[config.mk]
export PLATFORM = sky130hd
export DESIGN_NAME = output_fifo_writer
export DESIGN_NICKNAME = d
export VERILOG_FILES = /design/src/rtl/output_fifo_writer.sv
export SDC_FILE = /design/constraint.sdc
export NUM_CORES = 1
export LEC_CHECK = 0
export BUFFER_PORTS_ARGS = -buffer_cell sky130_fd_sc_hd__buf_2
export CAP_MARGIN = 5
export CORE_AREA = 2 2 113 115
export DETAILED_ROUTE_END_ITERATION = 7
export DIE_AREA = 0 0 115 117
export PLACE_DENSITY = 0.81
export SYNTH_ARGS = -nofsm -noshare
export SYNTH_HDL_FRONTEND = slang
export SYNTH_SLANG_ARGS = --single-unit
[constraint.sdc]
create_clock -name clk -period 3.5 [get_ports clk]
set_input_delay 0.525 -clock clk [delete_from_list [all_inputs] [get_ports clk]]
set_output_delay 0.525 -clock clk [all_outputs]
set_load 0.01 [all_outputs]
[src/rtl/output_fifo_writer.sv]
// output_fifo_writer: queues result/status pairs and writes them pair-aligned to two downstream FIFOs (OUT_WR_COUNT_EN builds the tokens_written counter)
module output_fifo_writer #(
  parameter int word_size = 16,
  parameter int buffer_size = 1024,
  parameter int queue_depth = 4
) (
  input  logic                 clk,
  input  logic                 rst,
  input  logic                 en_wr_output_fifo,
  input  logic [word_size-1:0] result,
  input  logic [word_size-1:0] status,
  input  logic [word_size-1:0] pop_out_fifo_result,
  input  logic [word_size-1:0] pop_out_fifo_status,
  output logic                 wr_out_result,
  output logic                 wr_out_status,
  output logic [word_size-1:0] data_out_result,
  output logic [word_size-1:0] data_out_status,
  output logic                 busy,
  output logic                 overflow,
  output logic [word_size-1:0] tokens_written
);
  localparam int aw = $clog2(queue_depth);
  typedef enum logic [1:0] {IDLE, CHECK, WRITE} state_t;
  state_t state, state_next;
  logic [2*word_size-1:0] mem [queue_depth];
  logic [aw-1:0] head, tail;
  logic [aw:0] count, count_next;
  logic enq, deq, full, space, wr;
  assign full = count[aw];
  assign deq = state == WRITE;
  assign enq = en_wr_output_fifo && (!full || deq);
  assign space = 32'(pop_out_fifo_result) < buffer_size && 32'(pop_out_fifo_status) < buffer_size;
  assign count_next = count + (aw+1)'(enq) - (aw+1)'(deq);
  assign wr_out_result = wr;
  assign wr_out_status = wr;
  assign busy = count != '0 || state != IDLE;
  // next state: wait for a queued pair, stall on downstream full, one-cycle write
  always_comb begin
    state_next = state;
    state_next = state == IDLE  ? (count != '0 ? CHECK : IDLE) :
                 state == CHECK ? (space ? WRITE : CHECK) :
                 (count_next != '0 ? CHECK : IDLE);
  end
  // queue storage, no reset needed since occupancy guards every read
  always_ff @(posedge clk) begin
    if (enq) mem[tail] <= {result, status};
  end
  // state, queue pointers and registered outputs
  always_ff @(posedge clk or negedge rst) begin
    if (!rst) begin
      state <= IDLE;
      head <= '0;
      tail <= '0;
      count <= '0;
      wr <= 1'b0;
      data_out_result <= '0;
      data_out_status <= '0;
      overflow <= 1'b0;
    end else begin
      state <= state_next;
      count <= count_next;
      if (enq) tail <= tail + aw'(1);
      if (deq) head <= head + aw'(1);
      wr <= state == CHECK && space;
      if (state == CHECK && space) {data_out_result, data_out_status} <= mem[head];
      if (en_wr_output_fifo && full && !deq) overflow <= 1'b1;
    end
  end
`ifdef OUT_WR_COUNT_EN
  logic [word_size-1:0] tokens;
  // count every completed write, wrapping naturally
  always_ff @(posedge clk or negedge rst) begin
    if (!rst) tokens <= '0;
    else if (deq) tokens <= tokens + word_size'(1);
  end
  assign tokens_written = tokens;
`else
  assign tokens_written = '0;
`endif
endmodule

Word level (Yosys, flattened, before mapping)
Memories as Yosys holds them, arrays and structs flattened. A register that Yosys moved wholly into a read port is not among the register bits.
Cells that the tools add are included.
{ "word_totals": {"ff_bits": 11, "latch_bits": 0, "ramBits": 128, "romBits": 0, "input_bits": 67, "out_inout_bits": 52, "word_cells": 36, "n_memories": 1} }
{ "mem_list": {"columns": ["memory", "depth", "width", "rd", "rd_ports_with_merged_regs", "wr", "line_no", "source"], "rows": [
  ["mem", 4, 32, 1, 1, 1, "25", "logic [2*word_size-1:0] mem [queue_depth];"]
]} }
{ "op_classes": {"n_addsub": 4, "mul": 0, "div": 0, "order_cmp": 2, "n_eq_ne": 2, "n_shift": 0, "mux": 7, "n_bitwise": 0, "n_reduce_logical": 14} }
{ "op_table": {"columns": ["operator", "count"], "rows": [
  ["16-bit by 11-bit < comparator with 1-bit output (second input constant)", 2],
  ["2-bit two-way mux", 3],
  ["3-bit nonzero test", 2],
  ["1-bit logical AND", 5],
  ["2-bit by 1-bit adder with 2-bit output (second input constant)", 2],
  ["1-bit two-way mux", 4],
  ["3-bit by 1-bit adder with 3-bit output", 1],
  ["1-bit logical NOT", 3],
  ["3-bit by 1-bit subtractor with 3-bit output", 1],
  ["2-bit by 1-bit equality test with 1-bit output (second input constant)", 1],
  ["2-bit equality test (second input constant)", 1],
  ["2-bit logical NOT", 1],
  ["1-bit logical OR", 2],
  ["2-bit nonzero test", 1]
]} }

Depth between registers and ports, before layout
{ "depth": {"ltp_word": 9, "mapped_depth": 11, "depth_no_buf": 11} }

Worst setup path before layout
OpenSTA, ideal clock, no wires.
{ "synth_timing": {"path_type": "register -> register", "startpoint": "register state[0]", "endpoint": "register state[0]", "setup_time_ns": 0.132, "arrival_ns": 2.294, "required_ns": 3.368, "slack_ns": 1.074, "stages_incl_launch_ff": 12, "path_buffers": 0, "period_less_slack_ns": 2.426, "path_cell_list": "dfrtp_1 -> nand2b_1 -> a21boi_1 -> inv_1 -> ha_1 -> inv_1 -> ha_1 -> inv_1 -> fa_1 -> xor3_1 -> o31ai_1 -> o31ai_1"} }
{ "synth_between": {"elab_chain_cells": 9, "elab_cells_between_ends": 11, "classes_between": "2 x add/sub; 2 x eq/ne; 3 x mux; 4 x reduce/logical"} }
{ "synth_lines": {"columns": ["element", "line_no", "source"], "rows": [
  ["start, declared", "24", "state_t state, state_next;"],
  ["start signal, assigned", "60", "state <= state_next;"],
  ["2-bit equality test *", "30", "assign deq = state == WRITE;"],
  ["1-bit logical OR", "31", "assign enq = en_wr_output_fifo && (!full || deq);"],
  ["1-bit logical AND", "31", null],
  ["3-bit by 1-bit adder with 3-bit output", "33", "assign count_next = count + (aw+1)'(enq) - (aw+1)'(deq);"],
  ["3-bit by 1-bit subtractor with 3-bit output *", "33", null],
  ["via count_next[2]", "27", "logic [aw:0] count, count_next;"],
  ["3-bit nonzero test *", "42", "(count_next != '0 ? CHECK : IDLE);"],
  ["1-bit two-way mux *", "42", null],
  ["2-bit two-way mux *", "41", "state == CHECK ? (space ? WRITE : CHECK) :"],
  ["2-bit two-way mux *", "40", "state_next = state == IDLE ? (count != '0 ? CHECK : IDLE) :"],
  ["via state_next[0]", "24", null]
]} }
Mark *: on every way through the listed nets, which the timed path passes. The rest lies on a longest branch.
A chain may end at the register's enable or synchronous reset.

Worst setup path after layout
Same ends and word-level chain as after synthesis.

==> summary by stage <==
Run status
The flow ran to the end, and the final reports show no timing, DRC or antenna violations.

Timing
Setup repair after global routing left no endpoint under its margin. The share of the cycle needed by the critical path after routing is between 70% and 80%. After routing, the total negative slack on setup checks comes to 0 ns.

The max-slew violation count is 0. The actual slew at the worst max-slew pin is 1.07 ns. The count of endpoints failing setup in the final report is 0. The maximum achievable frequency is 0.368 GHz. Hold is met by 0.317 ns. The total count of hold-check failures in the final report is 0.

Setup slack closes at ~0.78 ns. The post-layout minimum cycle time is approximately 2.7 ns. The worst pin sits at a relative slew slack of slightly below 30%.

The clock skew is between 0.009 and 0.01 ns.

Drt
The total number of vias is between 2000 and 3000. The count of nets left with antenna violations once routing finished came out at 0. Before antenna repair, the detailed router went through 4 iterations. In the final routed layout, each cell accounts on average for about 19 um. Using the TritonRoute via totals, the vias-per-cell ratio works out to about 5.3. After detailed routing, the number of remaining DRC violations is 0. The final routed wirelength across all metal layers is 10400 um. The detailed router finished its first iteration with 83 violations.

CTS
The buffer count from post-CTS setup fixing is 0. The total of cells resized after clock tree synthesis is 0. After clock tree synthesis, the flow added hold-fix buffers numbering 0.

In this run the deepest clock path goes through 2 buffers. The number of sinks driven by the clock tree is 171. Clock tree synthesis selected as its root buffer the cell clkbuf_16. The clock input transition at the sequential cells of the worst setup and hold paths is approximately 0.060 ns. Counting the buffers created by CTS gives 17. The CTS tree is done. The H-tree level count is 4. For the worst-skew pair, the clock arrives at the later sink with an insertion delay of ~0.4 ns.

Critical path
The required time of the critical path is roughly 3.8 ns. The signal on the critical path passes through nand2b_1 -> a21boi_1 -> inv_1 -> ha_1 -> inv_1 -> ha_1 -> inv_1 -> fa_1 -> xor3_1 -> o31ai_1 -> o31ai_1. The nature of the critical path startpoint is a flip-flop. The largest single stage delay on the critical path is between 0.4 and 0.5 ns.

The standard cell with the maximum stage delay on the critical path is a21boi_1. The worst path arrival time is around 3.0 ns. Of all nets on the critical path, the largest fanout is 7.

The worst setup path is captured at a flip-flop. The most used cell along the critical path is inv_1. The critical path in this run is classified as flip-flop to flip-flop. The number of cell instances on the worst register-to-register path is 11.

Flow run
The reported max-cap violation count is 0.

Placement
The worst setup timing slack at the placement stage is slightly above 0.8 ns. Buffers placed on the I/O ports in this run total 82. The congestion estimate from routability-driven global placement came to 0.680. Detailed placement ended at an HPWL of 6010 um.

Power and ir drop
After layout, the design draws a total of ~4700 uW. Across the VDD grid, the largest voltage drop is 0.000363 V. The analysis attributes to cell leakage a power of ~0.0030 uW. The power per cell area is ~620 nW/um2.

Cells and area
The number of inserted filler cells in the final layout is 825. The share of cells above drive strength 1 is between 40% and 50%. The sequential cell area is 4920 um2. The signed area change from the synthesized netlist to the final layout is 16.4%.

The repair_antennas step left the layout with diodes totalling 0. Once layout is complete, the utilization of the core stands at 62.1%. In the layout the commonest cells are edfxtp_1 (128), buf_2 (82), dfrtp_1 (41). The library cell used most frequently in the layout, excluding fill and tap cells, is edfxtp_1.

The area used by multi-input combinational logic is around 1500 um2. In the final design database the tool counted ~470 nets.

Logic synthesis
The share of synthesized area in the top cell type comes to 58.5%. Synthesis handed over a netlist of about 300 instances. The most area-hungry cell type in the Yosys netlist is edfxtp_1.

In this run, synthesis produced a sequential element count of approximately 170. The synthesized area divided by synthesized cell count is around 22 um2. Ranked by total cell area, the synthesized netlist is headed by edfxtp_1 (58%), dfrtp_1 (16%), mux4_2 (11%). Summing the sequential cell areas from Yosys gives approximately 75% of the chip area. The count of synthesis-stage warnings from yosys is 0.

The post-synthesis instance area is 6570 um2. Counting distinct cell types in the post-synthesis netlist gives 29.

Die
The die covers 13500 um2. The horizontal extent of the die is around 120 um. For this configuration, the core starts out at a cell density of about 53%. The total area inside the core boundary comes to 12300 um2. between 100 and 150 I/O pins were placed. After floorplanning, the core was divided into 41 placement rows. From bottom edge to top edge, the die measures between 100 and 150 um.

Worst hold path
The tightest min-delay check is of the primary input to asynchronous set/reset pin type.

GRT
The global routing met1 resource utilization is 21.1%. The wire length of the first global-routing pass is roughly 16000 um. The largest net degree at the start of global routing is 44. The global-route track usage on met3 is 4.58%. Global routing used between 15 and 20% of the available tracks across all layers.

Global routing consumed, on the met2 layer, 27.6% of the routing resources. Global routing finished with a remaining overflow of 0. met2 is the most crowded layer. The number of global-route vias before repair came to 3042.

The initial antenna violation count is 0.
## logic make-up after synthesis
group	share of synthesized area (%)
flops	74.8
mux	17.2
buf+inv	3.33
simple gates	1.90
fa+ha+maj	1.45
compound gates	0.476
xor+xnor	0.761
other cells	0.0570
## per-stage QoR
step	std cells	cell area, um2
after global placement	525	7070
after CTS	557	7650
after detailed placement	525	7070
after global routing	557	7650
after floorplan	318	6630
final	557	7650
## worst paths after layout
check,slack [ns],endpoint,start
max,0.78,state[0],state[0]
min,0.32,data_out_result[15],rst
max reg2reg,0.78,state[0],state[0]
min reg2reg,0.48,overflow,overflow
max in group asynchronous,2.46,head[0],rst
min in group clk,0.33,mem[2][23],result[7]
## report_power, final
group | switching [uW] | leakage, uW | total, uW | internal [uW]
Combinational | 245 | 0.000947 | 394 | 150
Clock | 766 | 0.000285 | 1830 | 1060
Sequential | 69.5 | 0.00174 | 2520 | 2460
## per-layer routing
layer / up-vias / wire length, um / share of wire [%]
met3: 4 / 473 / 4.6
met1: 1510 / 4550 / 44
li1: 1356 / - / -
met2: 90 / 5280 / 51
met4: 0 / 59 / 0.57
met5: - / 0 / 0
## synthesized netlist by cell type
cell type and instances:
ha_1 6, xnor2_1 3, dfrtp_1 43, o31ai_1 2
buf_6 3, edfxtp_1 128, or3_1 1, inv_1 7
mux4_2 32, or4_4 2, nand2b_1 2, mux2_2 23
buf_2 1, a31o_2 1, nand2_1 1, nor4_4 1
conb_1 1, nor4b_1 1, nor4_1 2, buf_1 4
or3b_2 1, nor2_1 1, and2_1 4, mux2_4 10
clkbuf_1 3, xor3_1 1, buf_4 17, a21boi_1 1
fa_1 1
## critical path: cells and delay by family, from the launching register on
kind | cells | cell delay (ns)
adder cells (fa/ha/maj) | 3 | 0.80
AND/OR/NAND/NOR | 1 | 0.21
XOR/XNOR | 1 | 0.21
AO/OA/AOI/OAI | 3 | 0.79
buffers and inverters | 3 | 0.21
flip-flops | 1 | 0.39
## registers in the layout, summed over array words and instances, names as in the netlist, 2 cells and up
name,count
data_out_result,16
mem,128
count,3
head,2
tail,2
data_out_status,16
state,2
## final cells by class
class	count	share of cell area (%)
Tap cell	150	2.45
Clock inverter	15	2.09
Inverter	7	0.343
Multi-Input combinational cell	112	19.6
Sequential cell	171	64.3
Clock buffer	17	5.56
Timing Repair Buffer	85	5.66
Note: power is estimated with default switching activity, not from simulation.
